<file path="config.mk">
export PLATFORM = sky130hd
export DESIGN_NAME = request_encoder32to5
export DESIGN_NICKNAME = d
export VERILOG_FILES = /design/src/rtl/request_encoder32to5.sv
export SDC_FILE = /design/constraint.sdc
export NUM_CORES = 1
export LEC_CHECK = 0
export ABC_AREA = 0
export BUFFER_PORTS_ARGS = -buffer_cell sky130_fd_sc_hd__buf_2
export CORE_ASPECT_RATIO = 0.75
export CORE_MARGIN = 5
export CORE_UTILIZATION = 53
export DETAILED_ROUTE_END_ITERATION = 12
export PLACE_DENSITY = 0.84
export SLEW_MARGIN = 30
export SYNTH_ARGS = -nofsm -noshare
export SYNTH_HDL_FRONTEND = slang
export SYNTH_SLANG_ARGS = --single-unit
</file>
<file path="constraint.sdc">
create_clock -name clk -period 3.4 [get_ports clk]
set_clock_uncertainty 0.15 [all_clocks]
set_input_delay 0.68 -clock clk [delete_from_list [all_inputs] [get_ports clk]]
set_output_delay 0.68 -clock clk [all_outputs]
set_load 0.1 [all_outputs]
</file>
<file path="src/rtl/request_encoder32to5.sv">
// Sequential 32-to-5 request encoder: latches one-hot request lines into a pending mask and
// streams their indices over a valid/ready handshake. Define REQUEST_ENCODER_ROUND_ROBIN_EN for round-robin selection.
module request_encoder32to5 #(
    parameter int WIDTH = 32,
    parameter int IDXW  = $clog2(WIDTH)
) (
    input  logic             clk,
    input  logic             reset_n,
    input  logic [WIDTH-1:0] req_in,
    input  logic             req_valid,
    output logic             out_valid,
    output logic [IDXW-1:0]  out_index,
    input  logic             out_ready,
    output logic [WIDTH-1:0] pending,
    output logic             overrun,
    output logic             busy
);

    typedef enum logic {IDLE, GRANT} state_t;

    state_t           state;
    logic [WIDTH-1:0] set_mask;
    logic [WIDTH-1:0] clear_mask;
    logic [IDXW-1:0]  sel;

    assign set_mask   = req_valid ? req_in : '0;
    assign clear_mask = (out_valid && out_ready) ? (WIDTH'(1) << out_index) : '0;
    assign busy       = (|pending) || out_valid;

`ifdef REQUEST_ENCODER_ROUND_ROBIN_EN
    logic [IDXW-1:0] last;
    logic [IDXW-1:0] cand;

    // Scan from last+1 upward with wrap; iterating downward lets the nearest candidate win.
    always_comb begin
        sel  = '0;
        cand = '0;
        for (int i = WIDTH - 1; i >= 0; i--) begin
            cand = last + IDXW'(1) + IDXW'(i);
            if (pending[cand]) sel = cand;
        end
    end

    always_ff @(posedge clk) begin
        if (!reset_n) begin
            last <= IDXW'(WIDTH - 1);
        end else if (out_valid && out_ready) begin
            last <= out_index;
        end
    end
`else
    // Fixed priority: the lowest set index wins.
    always_comb begin
        sel = '0;
        for (int i = WIDTH - 1; i >= 0; i--) begin
            if (pending[i]) sel = IDXW'(i);
        end
    end
`endif

    always_ff @(posedge clk) begin
        if (!reset_n) begin
            state     <= IDLE;
            pending   <= '0;
            out_valid <= 1'b0;
            out_index <= '0;
            overrun   <= 1'b0;
        end else begin
            // Set wins over clear, so a re-request of the accepted bit stays pending.
            pending <= (pending & ~clear_mask) | set_mask;
            overrun <= |(set_mask & pending & ~clear_mask);
            case (state)
                IDLE: begin
                    if (|pending) begin
                        out_index <= sel;
                        out_valid <= 1'b1;
                        state     <= GRANT;
                    end
                end
                GRANT: begin
                    if (out_ready) begin
                        out_valid <= 1'b0;
                        state     <= IDLE;
                    end
                end
                default: begin
                    out_valid <= 1'b0;
                    state     <= IDLE;
                end
            endcase
        end
    end

endmodule

</file>
==> key figures, run 1 <==
Status
  – Status: completed

Logic synthesis
  – EDFF count, synth: 0
  – Synthesized Nets: 319
  – Yosys cell types: 36
  – Number of synthesized register bits: 40
  – Syn. warnings: 0
  – Register area share after synthesis: 0.376
  – Mapped Area: 2130 µm²
  – Count of mapped cells out of synthesis: 283
  – Syn avg cell area: 7.53 µm²
  – Top FF cell, synth: dfxtp_1
  – Ys async rst share: 0

Final layout
  – Area taken by multi-input logic gates: 1250 µm²
  – ANT cells: 0
  – Commonest non-fill, non-tap cell in the layout: buf_2
  – Area added between synthesis and finish: 23.1%
  – Finished Core Util: 0.659
  – Most frequent cells in the layout: buf_2 (75), nor2_1 (49), dfxtp_1 (40)
  – Layout fillers: 366
  – Layout cells sized above 1: 0.253
  – Layout net count: 391
  – Sequential cell area: 801 µm²

GRT
  – Vias in the first global route: 2326
  – Remaining Overflow, GRT: 0
  – First-pass GRT wire length: 11.7 mm
  – Initial antenna violation count: 0
  – Largest net degree at the start of global routing: 34
  – GRT Overall Usage: 0.272

STA
  – Final hold vios: 0
  – Final min period: 3130 ps
  – Worst Max-Slew Pin Slew: 691 ps
  – Maximum clock rate: 0.320 GHz
  – Max Transition Viols Final: 0
  – Final Setup Violations: 0
  – WHS: 426 ps
  – Worst Slack Setup Final: 275 ps
  – Final setup TNS: 0 ps
  – Post-route clock period utilization: 0.919
  – RSZ-0062 raised after global routing: no
  – Slew margin rel.: 0.535

Route
  – DR iter-0 viols: 368
  – 1st-pass router iterations: 6
  – ANT nets after route: 0
  – Via count: 2614
  – Total Wirelength: 7.34 mm
  – DR WL/cell: 17.9 µm
  – DRC viols: 0
  – Vias per cell: 6.36

CTS
  – H-Tree Depth: 2
  – Worst-Skew Late Latency: 300 ps
  – CTS sink cnt: 40
  – CTS max path bufs: 2
  – Post-CTS Setup Inserts: 0
  – CTS tree: done
  – Root buffer cell: clkbuf_8
  – Post-CTS resize count: 0
  – TritonCTS Buffers: 5
  – Hold Buf Count CTS: 0
  – Clock-pin slew on the worst setup and hold paths: 70 ps

Setup path
  – Crit path cell chain: nor4_1, nand4_1, or3_1, buf_2
  – CP Launch Type: flop
  – Critical path peak fanout: 7
  – Critical path class: flop to primary output
  – Setup crit start: pending[23]
  – Req. time, crit path: 2570 ps
  – Crit-path slowest cell: nor4_1
  – CP endpoint kind: primary output
  – Crit path DAT: 2300 ps
  – Crit Reg-Reg Startpoint: out_index[2]
  – Slowest stage delay, CP: 650 ps

Floorplanning
  – Initial core utilization: 0.536
  – Die Area: 5400 µm²
  – Die X: 83.2 µm
  – Core region area: 3980 µm²
  – Rows: 20
  – Die height: 64.9 µm
  – IO Count: 76

Place
  – DP HPWL: 5.51 mm
  – Buffers on Ports: 75
  – Placer congestion estimate: 0.965
  – Place WS: 702 ps

Hold path
  – HP Start: state
  – Worst hold path class: flop to flop

Pwr
  – Max VDD drop: 0.302 mV
  – Pwr Density: 523 nW/µm²
  – Pwr Total: 1370 µW
  – Leak pwr: 0.00116 µW

Flow run
  – Max Cap Viol: 0
[critical path: cells and delay by family, from the launching register on]
kind / cells / cell delay (ps)
flops: 1 / 370
simple gates: 3 / 1340
buf+inv: 1 / 300
[metrics by stage]
step / instances / instance area, µm²
2_1_floorplan: 283 / 2130
5_1_grt: 411 / 2620
6_report: 411 / 2620
4_1_cts: 411 / 2620
3_5_place_dp: 403 / 2530
3_3_place_gp: 403 / 2530
[cell type report]
class | instances | share of cell area
Tap cell | 55 | 0.0262
Inverter | 7 | 0.0100
Timing Repair Buffer | 76 | 0.146
Multi-Input combinational cell | 225 | 0.478
Sequential cell | 40 | 0.305
Clock buffer | 8 | 0.0343
[routing by layer]
metal / up-vias / routed length, µm / global-route usage
li1: 1207 / - / -
met1: 1191 / 3020 / 0.362
met2: 183 / 3020 / 0.392
met3: 33 / 1060 / 0.103
met4: 0 / 240 / 0.116
met5: - / 0 / 0
[flip-flops by register name, summed over array words and instances (netlist names)]
signal     flops
out_valid      1
overrun        1
pending       32
out_index      5
state          1
[cell usage after synthesis, types with 2 or more instances]
library cell	count	share of area
o21ai_0	10	0.023
o31ai_1	3	0.011
nor3_1	5	0.012
and3b_2	2	0.0094
nand4_1	10	0.029
or4_1	3	0.011
a22oi_1	30	0.11
and3_1	7	0.021
nor4_1	10	0.029
a31oi_1	5	0.015
nand3_1	18	0.042
nor2_1	49	0.086
dfxtp_1	40	0.38
buf_2	3	0.0070
inv_1	6	0.011
and4b_1	2	0.0094
nand2_1	36	0.063
clkbuf_1	7	0.012
nor2b_1	2	0.0059
nor3b_2	3	0.018
a21oi_1	14	0.033
a211oi_1	4	0.014
[worst paths after layout]
| kind | slack, ps | end | cells past startpoint |
|---|---|---|---|
| max | 270 | busy | 4 |
| min reg2reg | 430 | state | 2 |
| min | 430 | state | 2 |
| max reg2reg | 910 | overrun | 6 |
[power breakdown]
group          internal (µW)  total (µW)  switching, µW  leakage (µW)
Clock                    166         330            165     0.0000455
Sequential               503         562           59.3      0.000332
Combinational            110         480            371      0.000787
Total                    778        1370            595       0.00116
[cell families (layout without fill, tap and decap cells)]
group / count (synthesis) / after routing / share of synthesized area
AND/OR/NAND/NOR: 152 / 152 / 0.356
AO/OA/AOI/OAI: 73 / 73 / 0.233
flip-flops: 40 / 40 / 0.376
buffers and inverters: 18 / 91 / 0.0352
(Power assumes the default switching activity.)
==> inputs of run 2 (changes only) <==
Clock period 3.4 ns to 3.8 ns, I/O delays scaled along.
==> run 2 against run 1 <==
Effect of this change: power down 9.5%; critical path depth unchanged; sequential share of layout area down 0.073 points; clock-buffer cell count down 1; largest power group unchanged; setup slack better by 360 ps; die area unchanged; global-route usage up 0.36 points; final cell count down 0.24%; sequential power down 10%.
==> key figures, run 2 (synthesis gave the netlist of run 1 again) <==
Status
  – Status: completed

Route
  – Via count: 2597 (-0.65%)
  – DR iter-0 viols: 438 (+19%)
  – Vias per cell: 6.33 (-0.41%)
  – Total Wirelength: 7.31 mm (-0.45%)
  – 1st-pass router iterations: 6 (unchanged)
  – DR WL/cell: 17.8 µm (-0.21%)
  – DRC viols: 0 (unchanged)
  – ANT nets after route: 0 (unchanged)

CTS
  – Clock-pin slew on the worst setup and hold paths: 80 ps (about the same)
  – Root buffer cell: clkbuf_8
  – Post-CTS Setup Inserts: 0 (unchanged)
  – TritonCTS Buffers: 5 (unchanged)
  – CTS sink cnt: 40 (unchanged)
  – Hold Buf Count CTS: 0 (unchanged)
  – CTS max path bufs: 2 (unchanged)
  – CTS tree: done
  – Post-CTS resize count: 0 (unchanged)
  – Worst-Skew Late Latency: 290 ps (about the same)
  – H-Tree Depth: 2 (unchanged)

Setup path
  – Crit path DAT: 2250 ps (-50 ps)
  – CP Launch Type: flop
  – Setup crit start: pending[19]
  – Crit Reg-Reg Startpoint: out_index[1]
  – Crit-path slowest cell: nor4_1
  – R2R Path End: overrun
  – Slowest stage delay, CP: 620 ps (-30 ps)
  – Req. time, crit path: 2890 ps (+320 ps)
  – R2R Setup Slk: 1290 ps (+380 ps)
  – Critical path class: flop to primary output
  – CP endpoint kind: primary output
  – Critical path peak fanout: 6 (-1)
  – Crit path capture: busy
  – Crit path cell chain: nor4_1, nand4_1, or3_1, buf_2
  – Worst Reg-to-Reg Cells: 6 (unchanged)

Place
  – Placer congestion estimate: 0.968 (+0.29%)
  – # placed instances: 403 (unchanged)
  – Buffers on Ports: 75 (unchanged)
  – DP HPWL: 5.51 mm (about the same)

Floorplanning
  – Die X: 83.2 µm (unchanged)
  – Die height: 64.9 µm (unchanged)
  – Core region area: 3980 µm² (unchanged)
  – IO Count: 76 (unchanged)
  – Die Area: 5400 µm² (unchanged)
  – Initial core utilization: 0.536 (unchanged)
  – Rows: 20 (unchanged)

Pwr
  – Max VDD drop: 0.318 mV (+5.2%)
  – Pwr Total: 1240 µW (-9.5%)
  – Leak pwr: 0.00117 µW (+0.41%)
  – Pwr Density: 472 nW/µm² (-9.8%)

Final layout
  – Layout net count: 391 (unchanged)
  – Area added between synthesis and finish: 23.4%
  – Largest reg by FF count: pending
  – Commonest non-fill, non-tap cell in the layout: buf_2
  – ANT cells: 0 (unchanged)
  – Number of flip-flops in the largest register: 32 (unchanged)
  – Final Non-Filler Cells: 410 (-0.24%)
  – Layout fillers: 360 (-1.6%)
  – Layout cells sized above 1: 0.256 (+0.00353)
  – Finished Core Util: 0.661 (+0.00157)
  – Most frequent cells in the layout: buf_2 (75), nor2_1 (49), dfxtp_1 (40)
  – Biggest regs: pending: 32 flops, out_index: 5 flops

STA
  – Max Transition Viols Final: 0 (unchanged)
  – Maximum clock rate: 0.316 GHz
  – RSZ-0062 raised after global routing: no
  – Worst Max-Slew Pin Slew: 653 ps (-37.5 ps)
  – Final Setup Violations: 0 (unchanged)
  – Slew margin rel.: 0.561 (+0.0259)
  – Post-route clock period utilization: 0.833
  – Final setup TNS: 0 ps (unchanged)
  – Final hold vios: 0 (unchanged)
  – Final min period: 3160 ps

GRT
  – Remaining Overflow, GRT: 0 (unchanged)
  – Vias in the first global route: 2406 (+3.4%)
  – First-pass GRT wire length: 11.9 mm (+2.3%)
  – Initial antenna violation count: 0 (unchanged)
  – GRT Overall Usage: 0.276 (+0.00362)
  – Largest net degree at the start of global routing: 34 (unchanged)

Hold path
  – Worst hold path class: flop to flop

Flow run
  – Max Cap Viol: 0 (unchanged)
-- run 2: cell types whose count changed in the layout (fill, tap and decap cells not counted) --
cell and delta:
clkbuf_1 -2, clkbuf_8 +1
-- run 2: through the flow --
step / hold slack (ps) / cell area (µm²) / worst slack, ps
2_1_floorplan: 348 / 2130 / 747
3_5_place_dp: 401 / 2530 / 1020
4_1_cts: 411 / 2630 / 682
5_1_grt: 467 / 2630 / 526
3_3_place_gp: 391 / 2530 / 1060
6_report: 429 / 2630 / 635
-- run 2: layer usage --
metal | part of all wire | global-route usage
met5 | 0 | 0
met4 | 0.035 | 0.110
met3 | 0.13 | 0.0889
met2 | 0.42 | 0.407
met1 | 0.42 | 0.372
-- run 2: cell type report --
type                            instances  area [µm²]  area share
Inverter                                7        26.3     0.00999
Timing Repair Buffer                   76         383       0.146
Tap cell                               55        68.8      0.0262
Multi-Input combinational cell        225        1250       0.477
Clock buffer                            7        96.3      0.0366
Sequential cell                        40         801       0.304
-- run 2: worst min path at each step --
stage,startpoint,end,slack (ps),cells past startpoint
detailed placement,state,state,400,2
global placement,state,state,390,2
floorplan,state,state,350,2
finish,state,state,430,2
CTS,state,state,410,2
global route,state,state,470,2
-- run 2: power by group --
group          leakage, µW  internal [µW]  switching [µW]
registers         0.000332            450            53.4
clock network    0.0000503            162             146
logic             0.000787           98.0             333
total              0.00117            710             532
-- run 2: worst max-delay path, delay by kind of cell (launching register included) --
family / cells / cell delay, ps
AND/OR/NAND/NOR: 3 / 1300
flip-flops: 1 / 380
buffers and inverters: 1 / 290
==> inputs of run 3 (changes only) <==
Settings changed: ABC_AREA 0 to 1, CORE_UTILIZATION 53 to 50, PLACE_DENSITY 0.84 to 0.8.
Clock period 3.8 ns to 3.05 ns, I/O delays scaled along.
==> run 3 against run 2 <==
Effect of this change: via count shrank 0.65%; first-iteration DRC count is 60% lower; sequential cell count unchanged; core utilization down 1.0 points; final cell count is 17% higher; sequential power grew 21%; combinational power increased by 35%; routed wire length fell by 10%; non-clock buffer count up 2; hold slack worse by 61 ps; clock power grew 19%.
==> key figures, run 3 <==
Logic synthesis
  – EDFF count, synth: 0 (unchanged)
  – Number of synthesized register bits: 40 (unchanged)
  – Top cells by area, synth: dfxtp_1 (37%), nand2_1 (19%), a21oi_1 (9.4%), inv_1 (5.8%), nor2_1 (5.8%)
  – Synth top area share: 0.366 (-0.0103)
  – Top-count cell post-synth: nand2_1
  – Count of mapped cells out of synthesis: 350 (+24%)
  – Ys async rst share: 0 (unchanged)
  – Yosys cell types: 24 (-33%)
  – Syn avg cell area: 6.26 µm² (-17%)
  – Syn. warnings: 0 (unchanged)
  – Synthesized Nets: 386 (+21%)
  – Mapped Area: 2190 µm² (+2.8%)
  – Top FF cell, synth: dfxtp_1
  – Register area share after synthesis: 0.366 (-0.0103)
  – Post-synth top area cell: dfxtp_1
  – Post-synth top cells: nand2_1 (110), a21oi_1 (41), dfxtp_1 (40), inv_1 (34), nor2_1 (34)

Final layout
  – Number of flip-flops in the largest register: 32 (unchanged)
  – Finished Core Util: 0.651 (-0.0104)
  – Area added between synthesis and finish: 23.4% (about the same)
  – Most frequent cells in the layout: nand2_1 (110), buf_2 (75), a21oi_1 (41)
  – Layout net count: 461 (+18%)
  – Layout cells sized above 1: 0.232 (-0.0239)
  – Layout fillers: 430 (+19%)
  – Biggest regs: pending: 32 flops, out_index: 5 flops
  – ANT cells: 0 (unchanged)
  – Largest reg by FF count: pending
  – Commonest non-fill, non-tap cell in the layout: nand2_1

GRT
  – Initial antenna violation count: 0 (unchanged)
  – GRT Overall Usage: 0.230 (-0.0455)
  – Remaining Overflow, GRT: 0 (unchanged)
  – Vias in the first global route: 2257 (-6.2%)
  – Largest net degree at the start of global routing: 36 (+5.9%)
  – First-pass GRT wire length: 10.5 mm (-12%)

Place
  – DP HPWL: 5.27 mm (-4.5%)
  – Place WS: 620 ps (-402 ps)
  – Placer congestion estimate: 0.928 (-4.2%)
  – Buffers on Ports: 75 (unchanged)

Setup path
  – Setup crit start: pending[27]
  – Crit path cell chain: nor4_1, nand2_1, nor3_1, inv_2, nor2_1, nand2_1, buf_2
  – Req. time, crit path: 2290 ps (-600 ps)
  – CP endpoint kind: primary output
  – Crit path capture: busy
  – CP most frequent cell: nand2_1
  – Slowest stage delay, CP: 370 ps (-250 ps)
  – R2R Setup Slk: 730 ps (-560 ps)
  – Crit-path slowest cell: nor3_1
  – Critical path class: flop to primary output
  – Crit Reg-Reg Startpoint: pending[30]
  – Crit path DAT: 2030 ps (-220 ps)
  – R2R Path End: out_index[0]
  – Critical path peak fanout: 5 (-1)
  – Worst Reg-to-Reg Cells: 33 (+27)
  – CP Launch Type: flop

STA
  – Final min period: 2790 ps
  – Final setup TNS: 0 ps (unchanged)
  – Final hold vios: 0 (unchanged)
  – Post-route clock period utilization: 0.915
  – Max Transition Viols Final: 0 (unchanged)
  – Final Setup Violations: 0 (unchanged)
  – Slew margin rel.: 0.604 (+0.0430)
  – WHS: 369 ps (-60.7 ps)
  – Maximum clock rate: 0.358 GHz
  – Worst Max-Slew Pin Slew: 594 ps (-59.4 ps)
  – Worst Slack Setup Final: 258 ps (-377 ps)
  – RSZ-0062 raised after global routing: no

CTS
  – Clock-pin slew on the worst setup and hold paths: 80 ps (about the same)
  – CTS max path bufs: 2 (unchanged)
  – CTS sink cnt: 40 (unchanged)
  – H-Tree Depth: 2 (unchanged)
  – Root buffer cell: clkbuf_8
  – Post-CTS Setup Inserts: 0 (unchanged)
  – Worst-Skew Late Latency: 290 ps (about the same)
  – Post-CTS resize count: 0 (unchanged)
  – TritonCTS Buffers: 5 (unchanged)
  – Hold Buf Count CTS: 0 (unchanged)
  – CTS tree: done

Floorplanning
  – Die height: 67.3 µm (+3.7%)
  – Die Area: 5820 µm² (+7.7%)
  – Die X: 86.4 µm (+3.9%)
  – Core region area: 4150 µm² (+4.4%)
  – Initial core utilization: 0.527 (-0.00813)
  – IO Count: 76 (unchanged)
  – Rows: 20 (unchanged)

Route
  – Vias per cell: 5.36 (-15%)
  – ANT nets after route: 0 (unchanged)
  – DRC viols: 0 (unchanged)
  – Total Wirelength: 6.57 mm (-10%)
  – DR iter-0 viols: 175 (-60%)
  – 1st-pass router iterations: 6 (unchanged)
  – Via count: 2580 (-0.65%)
  – DR WL/cell: 13.7 µm (-23%)

Status
  – Status: completed

Flow run
  – Max Cap Viol: 0 (unchanged)

Pwr
  – Pwr Total: 1560 µW (+25%)
  – Leak pwr: 0.00131 µW (+12%)
  – Pwr Density: 576 nW/µm² (+22%)
  – Max VDD drop: 0.367 mV (+16%)

Hold path
  – Worst hold path class: flop to flop
## run 3: cells by family (layout without fill, tap and decap cells)
family                 Yosys count  count (layout)  synth area share
AND/OR/NAND/NOR                169             169             0.310
AO/OA/AOI/OAI                   83              83             0.208
flip-flops                      40              40             0.366
buffers and inverters           58             134             0.117
## run 3: per-stage QoR
| step | area, µm² | cells |
|---|---|---|
| after floorplan | 2190 | 350 |
| after global placement | 2610 | 473 |
| after detailed placement | 2610 | 473 |
| after CTS | 2700 | 481 |
| after global routing | 2700 | 481 |
| final | 2700 | 481 |
## run 3: worst max-delay path: cells and delay by family (launching register included)
| kind | cells | cell delay (ps) |
|---|---|---|
| flops | 1 | 350 |
| buf+inv | 2 | 350 |
| simple gates | 5 | 1030 |
## run 3: per-layer routing
metal / GRT usage / up-vias / wire length [µm]
met5: 0 / - / 0
met4: 0.0603 / 0 / 82
met3: 0.0524 / 9 / 654
met2: 0.347 / 124 / 2750
met1: 0.331 / 1149 / 3090
li1: - / 1298 / -
## run 3: how the worst min path moves through the flow
stage / from / end / slack (ps) / cells after the start
3_3_place_gp: pending[9] / pending[9] / 360 / 2
6_report: state / out_index[4] / 370 / 2
4_1_cts: state / out_index[4] / 370 / 2
2_1_floorplan: state / out_index[4] / 340 / 2
5_1_grt: pending[7] / pending[7] / 400 / 2
3_5_place_dp: state / out_index[4] / 360 / 2
## run 3: cell type report
type                       instances  area, µm²  area share
multi-input combinational        252       1130       0.420
sequential                        40        801       0.296
timing repair buffer              78        398       0.147
inverter                          48        210      0.0778
clock buffer                       8       90.1      0.0333
tap                               55       68.8      0.0255
## run 3: power breakdown
group	internal, µW	total (µW)	leakage, µW	switching (µW)
clock	185	367	0.0000455	183
combinational	125	580	0.000936	455
sequential	562	609	0.000332	47.2
total	872	1560	0.00131	685
